===== src/rtl/addr_stack.sv =====
`default_nettype none
// ============================================================================
// Module   : addr_stack
// Brief    : Program counter with a hardware return-address stack.
//            The FSM has two states. A command is accepted in IDLE and
//            committed one edge later in EXEC. WRAP selects circular or
//            blocking behaviour on stack overflow and underflow.
// Revision : 1.0  initial release
// ============================================================================
module addr_stack #(
  parameter int ADDR_W = 12,
  parameter int DEPTH  = 8,
  parameter int WRAP   = 1
) (
  input  logic                       clk_i,
  input  logic                       rst_ni,
  input  logic                       cmd_valid_i,
  output logic                       cmd_ready_o,
  input  logic [2:0]                 cmd_op_i,
  input  logic [ADDR_W-1:0]          cmd_addr_i,
  input  logic                       clr_err_i,
  output logic [ADDR_W-1:0]          pc_o,
  output logic [$clog2(DEPTH+1)-1:0] depth_o,
  output logic                       full_o,
  output logic                       empty_o,
  output logic                       overflow_o,
  output logic                       underflow_o,
  output logic                       end_of_page_o
);

  localparam int PTR_W = $clog2(DEPTH);
  localparam int DEP_W = $clog2(DEPTH+1);

  localparam logic [PTR_W-1:0] PTR_MAX = PTR_W'(DEPTH - 1);
  localparam logic [DEP_W-1:0] DEPTH_C = DEP_W'(DEPTH);

  localparam logic [2:0] OP_INCR = 3'd1;
  localparam logic [2:0] OP_JUMP = 3'd2;
  localparam logic [2:0] OP_PAGE = 3'd3;
  localparam logic [2:0] OP_CALL = 3'd4;
  localparam logic [2:0] OP_RET  = 3'd5;
  localparam logic [2:0] OP_INTR = 3'd6;

  typedef enum logic [0:0] {
    S_IDLE = 1'b0,
    S_EXEC = 1'b1
  } state_e;

  state_e             state_q, state_d;
  logic [2:0]         op_q, op_d;
  logic [ADDR_W-1:0]  addr_q, addr_d;
  logic [ADDR_W-1:0]  pc_q, pc_d;
  logic [PTR_W-1:0]   ptr_q, ptr_d;
  logic [DEP_W-1:0]   depth_q, depth_d;
  logic               ovf_q, ovf_d;
  logic               unf_q, unf_d;

  logic [ADDR_W-1:0]  mem_q [DEPTH];
  logic               mem_we;
  logic [ADDR_W-1:0]  mem_wdata;

  logic [ADDR_W-1:0]  pc_inc;
  logic [PTR_W-1:0]   ptr_inc;
  logic [PTR_W-1:0]   ptr_dec;
  logic               full;
  logic               empty;

  // Sequencing helpers. The pointer wraps explicitly so that a DEPTH that is
  // not a power of two still behaves modulo DEPTH.
  assign pc_inc  = pc_q + 1'b1;
  assign ptr_inc = (ptr_q == PTR_MAX) ? '0 : ptr_q + 1'b1;
  assign ptr_dec = (ptr_q == '0) ? PTR_MAX : ptr_q - 1'b1;
  assign full    = (depth_q == DEPTH_C);
  assign empty   = (depth_q == '0);

  // State register plus all architectural state. Reset aborts any command in flight.
  always_ff @(posedge clk_i or negedge rst_ni) begin
    if (!rst_ni) begin
      state_q <= S_IDLE;
      op_q    <= '0;
      addr_q  <= '0;
      pc_q    <= '0;
      ptr_q   <= '0;
      depth_q <= '0;
      ovf_q   <= 1'b0;
      unf_q   <= 1'b0;
    end else begin
      state_q <= state_d;
      op_q    <= op_d;
      addr_q  <= addr_d;
      pc_q    <= pc_d;
      ptr_q   <= ptr_d;
      depth_q <= depth_d;
      ovf_q   <= ovf_d;
      unf_q   <= unf_d;
    end
  end

  // Stack storage has no reset. Writes happen only in EXEC, and reset forces
  // IDLE, so an aborted CALL cannot write to it.
  always_ff @(posedge clk_i) begin
    if (mem_we) begin
      mem_q[ptr_q] <= mem_wdata;
    end
  end

  // Next-state and command execution. An error flag raised on this edge takes
  // priority over clr_err.
  always_comb begin
    state_d     = state_q;
    op_d        = op_q;
    addr_d      = addr_q;
    pc_d        = pc_q;
    ptr_d       = ptr_q;
    depth_d     = depth_q;
    ovf_d       = ovf_q & ~clr_err_i;
    unf_d       = unf_q & ~clr_err_i;
    mem_we      = 1'b0;
    mem_wdata   = pc_inc;
    cmd_ready_o = 1'b0;

    unique case (state_q)
      S_IDLE: begin
        cmd_ready_o = 1'b1;
        if (cmd_valid_i) begin
          state_d = S_EXEC;
          op_d    = cmd_op_i;
          addr_d  = cmd_addr_i;
        end
      end

      S_EXEC: begin
        state_d = S_IDLE;
        case (op_q)
          OP_INCR: pc_d = pc_inc;
          OP_JUMP: pc_d = addr_q;
          OP_PAGE: pc_d = {pc_inc[ADDR_W-1:8], addr_q[7:0]};
          OP_CALL, OP_INTR: begin
            // An interrupt returns to the interrupted instruction.
            // A call returns to the instruction after it.
            mem_wdata = (op_q == OP_INTR) ? pc_q : pc_inc;
            if (full) begin
              ovf_d = 1'b1;
            end
            if (!full || (WRAP != 0)) begin
              mem_we = 1'b1;
              ptr_d  = ptr_inc;
              pc_d   = addr_q;
              if (!full) begin
                depth_d = depth_q + 1'b1;
              end
            end
          end
          OP_RET: begin
            if (empty) begin
              unf_d = 1'b1;
            end
            if (!empty || (WRAP != 0)) begin
              ptr_d = ptr_dec;
              pc_d  = mem_q[ptr_dec];
              if (!empty) begin
                depth_d = depth_q - 1'b1;
              end
            end
          end
          default: ; // NOP and the reserved opcode leave state unchanged
        endcase
      end

      default: state_d = S_IDLE;
    endcase
  end

  assign pc_o          = pc_q;
  assign depth_o       = depth_q;
  assign full_o        = full;
  assign empty_o       = empty;
  assign overflow_o    = ovf_q;
  assign underflow_o   = unf_q;
  assign end_of_page_o = (pc_q[7:0] == 8'hFF);

endmodule
`default_nettype wire


===== config.mk =====
export PLATFORM = sky130hd
export DESIGN_NAME = addr_stack
export DESIGN_NICKNAME = d
export VERILOG_FILES = /design/src/rtl/addr_stack.sv
export SDC_FILE = /design/constraint.sdc
export NUM_CORES = 1
export LEC_CHECK = 0
export ABC_CLOCK_PERIOD_IN_PS = 5800
export CAP_MARGIN = 20
export CORE_ASPECT_RATIO = 0.9
export CORE_MARGIN = 2
export CORE_UTILIZATION = 46
export CTS_CLUSTER_SIZE = 30
export DETAILED_ROUTE_END_ITERATION = 6
export GPL_TIMING_DRIVEN = 0
export HOLD_SLACK_MARGIN = 0.03
export PLACE_DENSITY = 0.68
export SLEW_MARGIN = 20
export SYNTH_ARGS = -nofsm -noshare
export SYNTH_HDL_FRONTEND = slang
export SYNTH_SLANG_ARGS = --single-unit

===== constraint.sdc =====
create_clock -name clk_i -period 5.8 [get_ports clk_i]
set_input_delay 0.87 -clock clk_i [delete_from_list [all_inputs] [get_ports clk_i]]
set_output_delay 0.87 -clock clk_i [all_outputs]
set_load 0.005 [all_outputs]

Word-level counts from Yosys, hierarchy flattened
Memories as Yosys holds them, arrays and structs flattened.
Cells that the tools add are included.
- flip-flop bits (word level): 37
- bits in writable memories: 96
- bits of input ports: 19
- output and inout bits: 22
- word-level logic and storage cells: 62
- memories: 1
- memory list (memory ; words ; bits a word ; rd ports ; clocked after Yosys merged registers in ; write ports ; line ; text):
    mem_q ; 8 ; 12 ; 1 ; 0 ; 1 ; 58 ; logic [ADDR_W-1:0] mem_q [DEPTH];
- add/sub/neg operators: 5
- eq/ne operators: 11
- muxes and demuxes: 23
- bitwise logic cells: 4
- reductions and logical operators: 10
- operators with widths (cell ; count):
    12-bit one-hot mux with 4 select lines ; 1
    12-bit 2-to-1 mux ; 3
    12-bit by 1-bit adder with 12-bit output, second input constant ; 1
    3-bit equality test, second input constant ; 4
    1-bit 2-to-1 mux ; 12
    8-bit equality test, second input constant ; 1
    4-bit 2-to-1 mux ; 2
    4-bit one-hot mux with 2 select lines ; 1
    3-bit by 2-bit equality test with 1-bit output, second input constant ; 2
    3-bit 2-to-1 mux ; 2
    3-bit one-hot mux with 2 select lines ; 1
    2-bit AND reduction ; 3
    4-bit by 1-bit adder with 4-bit output, second input constant ; 1
    4-bit equality test, second input constant ; 1
    4-bit logical NOT ; 1
    2-bit inequality test, second input constant ; 2
    4-bit AND reduction ; 1
    4-bit nonzero test ; 1
    4-bit by 1-bit subtractor with 4-bit output, second input constant ; 1
    3-bit by 1-bit adder with 3-bit output, second input constant ; 1
    3-bit by 1-bit equality test with 1-bit output, second input constant ; 1
    3-bit logical NOT ; 1
    3-bit OR reduction ; 1
    3-bit by 1-bit subtractor with 3-bit output, second input constant ; 1
    other kinds (5) ; 7

Longest topological paths before layout
- depth in word-level cells: 6
- mapped depth: 10
- gate-level depth less buffers: 8

Least setup slack after synthesis
Ideal clock, no wire load.
- kind: reg-to-reg
- from: reg ptr_q[1]
- to: reg pc_q[9] (netlist: pc_o[9])
- setup time: 0.119 ns
- arrival: 2.190 ns
- data required time: 5.681 ns
- slack: 3.491 ns
- stages on the path, launching flop included: 11
- path buffers: 2
- period minus slack after synthesis: 2.309 ns
- cell sequence: dfrtp_1 inv_1 ha_1 ha_1 nor2b_4 buf_6 buf_12 mux4_2 a221oi_1 o211ai_1 o21a_1
- longest elaborated chain between the ends: 4
- elaborated cells between the ends (all ways): 5
- those cells by class: 1 x add/sub; 2 x mux; 1 x reduce/logical; 1 x memory
- RTL lines (item ; line ; text):
    start: declaration ; 53 ; logic [PTR_W-1:0] ptr_q, ptr_d;
    start signal: assignment ; 92 ; ptr_q <= ptr_d;
    3-bit by 1-bit subtractor with 3-bit output / 3-bit logical NOT (equally long branches) ; 72 ; assign ptr_dec = (ptr_q == '0) ? PTR_MAX : ptr_q - 1'b1;
    3-bit 2-to-1 mux (*) ; 72 ;
    memory read 8 x 12 bit (*) ; -- ;
    12-bit one-hot mux with 4 select lines (*) ; 134 ; case (op_q)
    end signal: assignment ; 91 ; pc_q <= pc_d;
    end: declaration ; 52 ; logic [ADDR_W-1:0] pc_q, pc_d;
Every way passes the cells marked *; elsewhere a longest branch is shown, timed or not.
A chain may end at the register's enable or synchronous reset.

Final worst setup path
- from: reg pc_q[0] (netlist: pc_o[0])
- to: out end_of_page_o
- longest elaborated chain between the ends: 1
- RTL lines (item ; line ; text):
    8-bit equality test ; 180 ; assign end_of_page_o = (pc_q[7:0] == 8'hFF);
    end: declaration ; 28 ; output logic end_of_page_o
Every way passes these cells.

==> results.sh <==
export IMPL_ant_nets=0
export IMPL_cp_data_arrival_time_ns=2.24
export IMPL_grt_pass1_vias=3686
export IMPL_area_growth_pct=20.5
export IMPL_critPathRequiredTime_ns=4.93
export IMPL_diodes=0
export IMPL_worst_pin_slew_ns=1.02
export IMPL_dp_hpwl_um=8990
export IMPL_crit_path_end_kind="output port"
export IMPL_gp_congestion=0.910
export IMPL_rows=39
export IMPL_rr_worst_depth=8
export IMPL_finalWirelength_um=13200
export IMPL_worstReg2RegStart="ptr_q[1]"
export IMPL_synthFlopType="edfxtp_1"
export IMPL_clock_latency_ns=0.42
export IMPL_numCtsBuffers=17
export IMPL_viasPerCell=5.78
export IMPL_clock_path_buffers=2
export IMPL_synth_edff_count=96
export IMPL_ys_warn_count=0
export IMPL_dp_slack_ns=2.93
export IMPL_grt_max_degree=25
export IMPL_placed_cells=608
export IMPL_status="completed"
export IMPL_drtIter0Drc=572
export IMPL_grt_usage_pct=20.7
export IMPL_ys_seq_area_share_pct=64.0
export IMPL_ir_worst_vdd_mv=0.269
export IMPL_final_min_clock_period_ns=3.11
export IMPL_cp_startpoint="pc_o[0]"
export IMPL_clkSlewWorstSetupHoldPaths_ns=0.06
export IMPL_r2r_end="pc_o[11]"
export IMPL_critPathKind="register to output port"
export IMPL_rrSetupSlack_ns=2.86
export IMPL_yosysUniqueCellTypes=49
export IMPL_fp_dieW_um=124
export IMPL_ys_async_sr_fraction_pct=27.8
export IMPL_core_area_um2=12600
export IMPL_io_pin_count=41
export IMPL_maxCapViolCount=0
export IMPL_drc=0
export IMPL_fillCellCount=970
export IMPL_setup_ws_ns=2.69
export IMPL_fmaxAchievable_mhz=322
export IMPL_htreeDepth=4
export IMPL_cts_sinks=133
export IMPL_cp_endpoint="end_of_page_o"
export IMPL_fin_worst_skew_ns=0.00787
export IMPL_tritoncts="yes"
export IMPL_syn_num_nets=428
export IMPL_grt_antenna_before_repair=0
export IMPL_cts_root_buffer="clkbuf_16"
export IMPL_leakage_nw=2.58
export IMPL_drive_above_1_share_pct=17.2
export IMPL_cts_resized=0
export IMPL_syn_inst=401
export IMPL_drtPass1Iterations=6
export IMPL_slew_viol_final=0
export IMPL_start_util_pct=47.1
export IMPL_hold_path_class="input port to asynchronous set/reset pin"
export IMPL_total_power_w=0.00352
export IMPL_io_buffers=40
export IMPL_fin_nets=490
export IMPL_post_cts_buffers=0
export IMPL_cp_start_kind="register"
export IMPL_synth_seq_cells=133
export IMPL_setup_violations=0
export IMPL_wire_per_inst_um=20.6
export IMPL_rsz0062_at_grt="false"
export IMPL_synth_cell_area_um2=5950
export IMPL_finalCritPeriodShare_pct=53.6
export IMPL_tns_ns=0
export IMPL_overflow=0
export IMPL_grt_pass1_wl_um=20700
export IMPL_postSynthAreaPerCell_um2=14.8
export IMPL_hold_viol=0
export IMPL_dieArea_um2=13900
export IMPL_path_max_fanout=7
export IMPL_die_h_um=112
export IMPL_relSlewSlack_pct=31.1
export IMPL_cellPowerDensity_nw_per_um2=491
export IMPL_vias=3700
export IMPL_hold_buffers=0
export IMPL_final_cells=640
==> worst min-delay path by stage <==
stage	from	endpoint	slack [ns]	cells after the start
CTS	rst_ni	pc_o[2]	0.37	1
global placement	underflow_o	underflow_o	0.48	1
floorplan	addr_q[0]	addr_q[0]	0.48	1
detailed placement	underflow_o	underflow_o	0.49	1
finish	rst_ni	pc_o[2]	0.37	1
global route	rst_ni	pc_o[2]	0.38	1
==> power breakdown <==
part	total (W)	switching, W	internal (W)
clock	0.000975	0.000389	0.000586
sequential	0.00138	0.000128	0.00125
combinational	0.00117	0.000622	0.000547
==> cells in the mapped netlist, types with 6 or more instances <==
| library cell | count | share of area (%) |
|---|---|---|
| o21a_1 | 6 | 0.76 |
| a21oi_1 | 9 | 0.76 |
| nand2_1 | 30 | 1.9 |
| nor2_1 | 27 | 1.7 |
| xnor2_1 | 14 | 2.1 |
| clkbuf_1 | 11 | 0.69 |
| mux4_1 | 9 | 4.0 |
| mux4_2 | 15 | 5.7 |
| o21ai_0 | 26 | 2.2 |
| inv_1 | 13 | 0.82 |
| nand3_1 | 7 | 0.59 |
| mux2i_1 | 7 | 1.2 |
| edfxtp_1 | 96 | 48 |
| dfrtp_1 | 37 | 16 |
| ha_1 | 7 | 1.5 |
| mux2_2 | 14 | 2.7 |
==> final cells by class <==
cell class | count | area, µm² | share of cell area (%)
flip-flops and latches | 133 | 3810 | 53.1
clock inverters | 13 | 110 | 1.54
inverters | 13 | 48.8 | 0.681
well taps | 164 | 205 | 2.86
repair buffers | 43 | 445 | 6.22
multi-input cells | 234 | 2000 | 27.9
clock buffers | 19 | 433 | 6.04
plain buffers | 21 | 116 | 1.62
==> kinds of logic after synthesis <==
family / after synthesis / synth area share [%]
simple gates: 90 / 7.03
fa+ha+maj: 8 / 1.81
mux: 45 / 13.5
compound gates: 73 / 8.22
flops: 133 / 64.0
buf+inv: 34 / 2.78
xor+xnor: 18 / 2.65
==> worst max-delay path: stages, from the launching register on <==
cell and delay (ns):
dfrtp_1 0.50, ha_1 0.28, nand4_1 0.21, nor2_1 0.27
clkdlybuf4s50_1 0.56
==> metal layers <==
metal | wire length (µm) | track usage (%) | vias up
met5 | 0 | 0 | -
met4 | 149 | 7.12 | 0
met3 | 866 | 5.79 | 10
met2 | 6250 | 31.1 | 143
met1 | 5910 | 29.2 | 1872
li1 | - | - | 1675
==> state kept, by name, summed over array words and instances (netlist names) <==
register,flops
overflow_o,1
pc_o,12
addr_q,12
underflow_o,1
op_q,3
depth_o,4
mem_q,96
state_q,1
ptr_q,3
==> metrics by stage <==
stage	hold slack (ns)	instance area, µm²	utilization [%]
after floorplan	0.481	5950	-
after global placement	0.476	6550	51.9
after detailed placement	0.487	6620	52.4
after CTS	0.365	7170	56.7
after global routing	0.379	7170	56.7
final	0.374	7170	56.7
==> layout by cell type (no fill, tap or decap), types with 3 or more instances in the layout <==
| master | netlist | routed |
|---|---|---|
| edfxtp_1 | 96 | 96 |
| mux2i_1 | 7 | 7 |
| ha_1 | 7 | 7 |
| a22oi_1 | 3 | 3 |
| clkbuf_16 | 0 | 17 |
| nor2_2 | 0 | 6 |
| nor2_1 | 27 | 21 |
| clkbuf_1 | 11 | 13 |
| o211ai_1 | 4 | 4 |
| xor2_1 | 4 | 4 |
| o211a_1 | 5 | 5 |
| clkinv_4 | 0 | 4 |
| nand2_1 | 30 | 30 |
| a31o_2 | 3 | 3 |
| clkdlybuf4s50_1 | 0 | 39 |
| buf_6 | 2 | 4 |
| a21oi_1 | 9 | 9 |
| and2_1 | 3 | 3 |
| dfrtp_1 | 37 | 37 |
| clkinv_2 | 0 | 5 |
| xnor2_1 | 14 | 14 |
| nor3_1 | 5 | 3 |
| nand4_1 | 4 | 4 |
| mux2_2 | 14 | 14 |
| mux4_1 | 9 | 9 |
| o21ai_0 | 26 | 26 |
| buf_2 | 5 | 6 |
| mux4_2 | 15 | 15 |
| and3_1 | 5 | 5 |
| a21o_1 | 3 | 3 |
| inv_1 | 13 | 13 |
| nand3_1 | 7 | 7 |
| o21a_1 | 6 | 6 |
(Power assumes the default switching activity.)
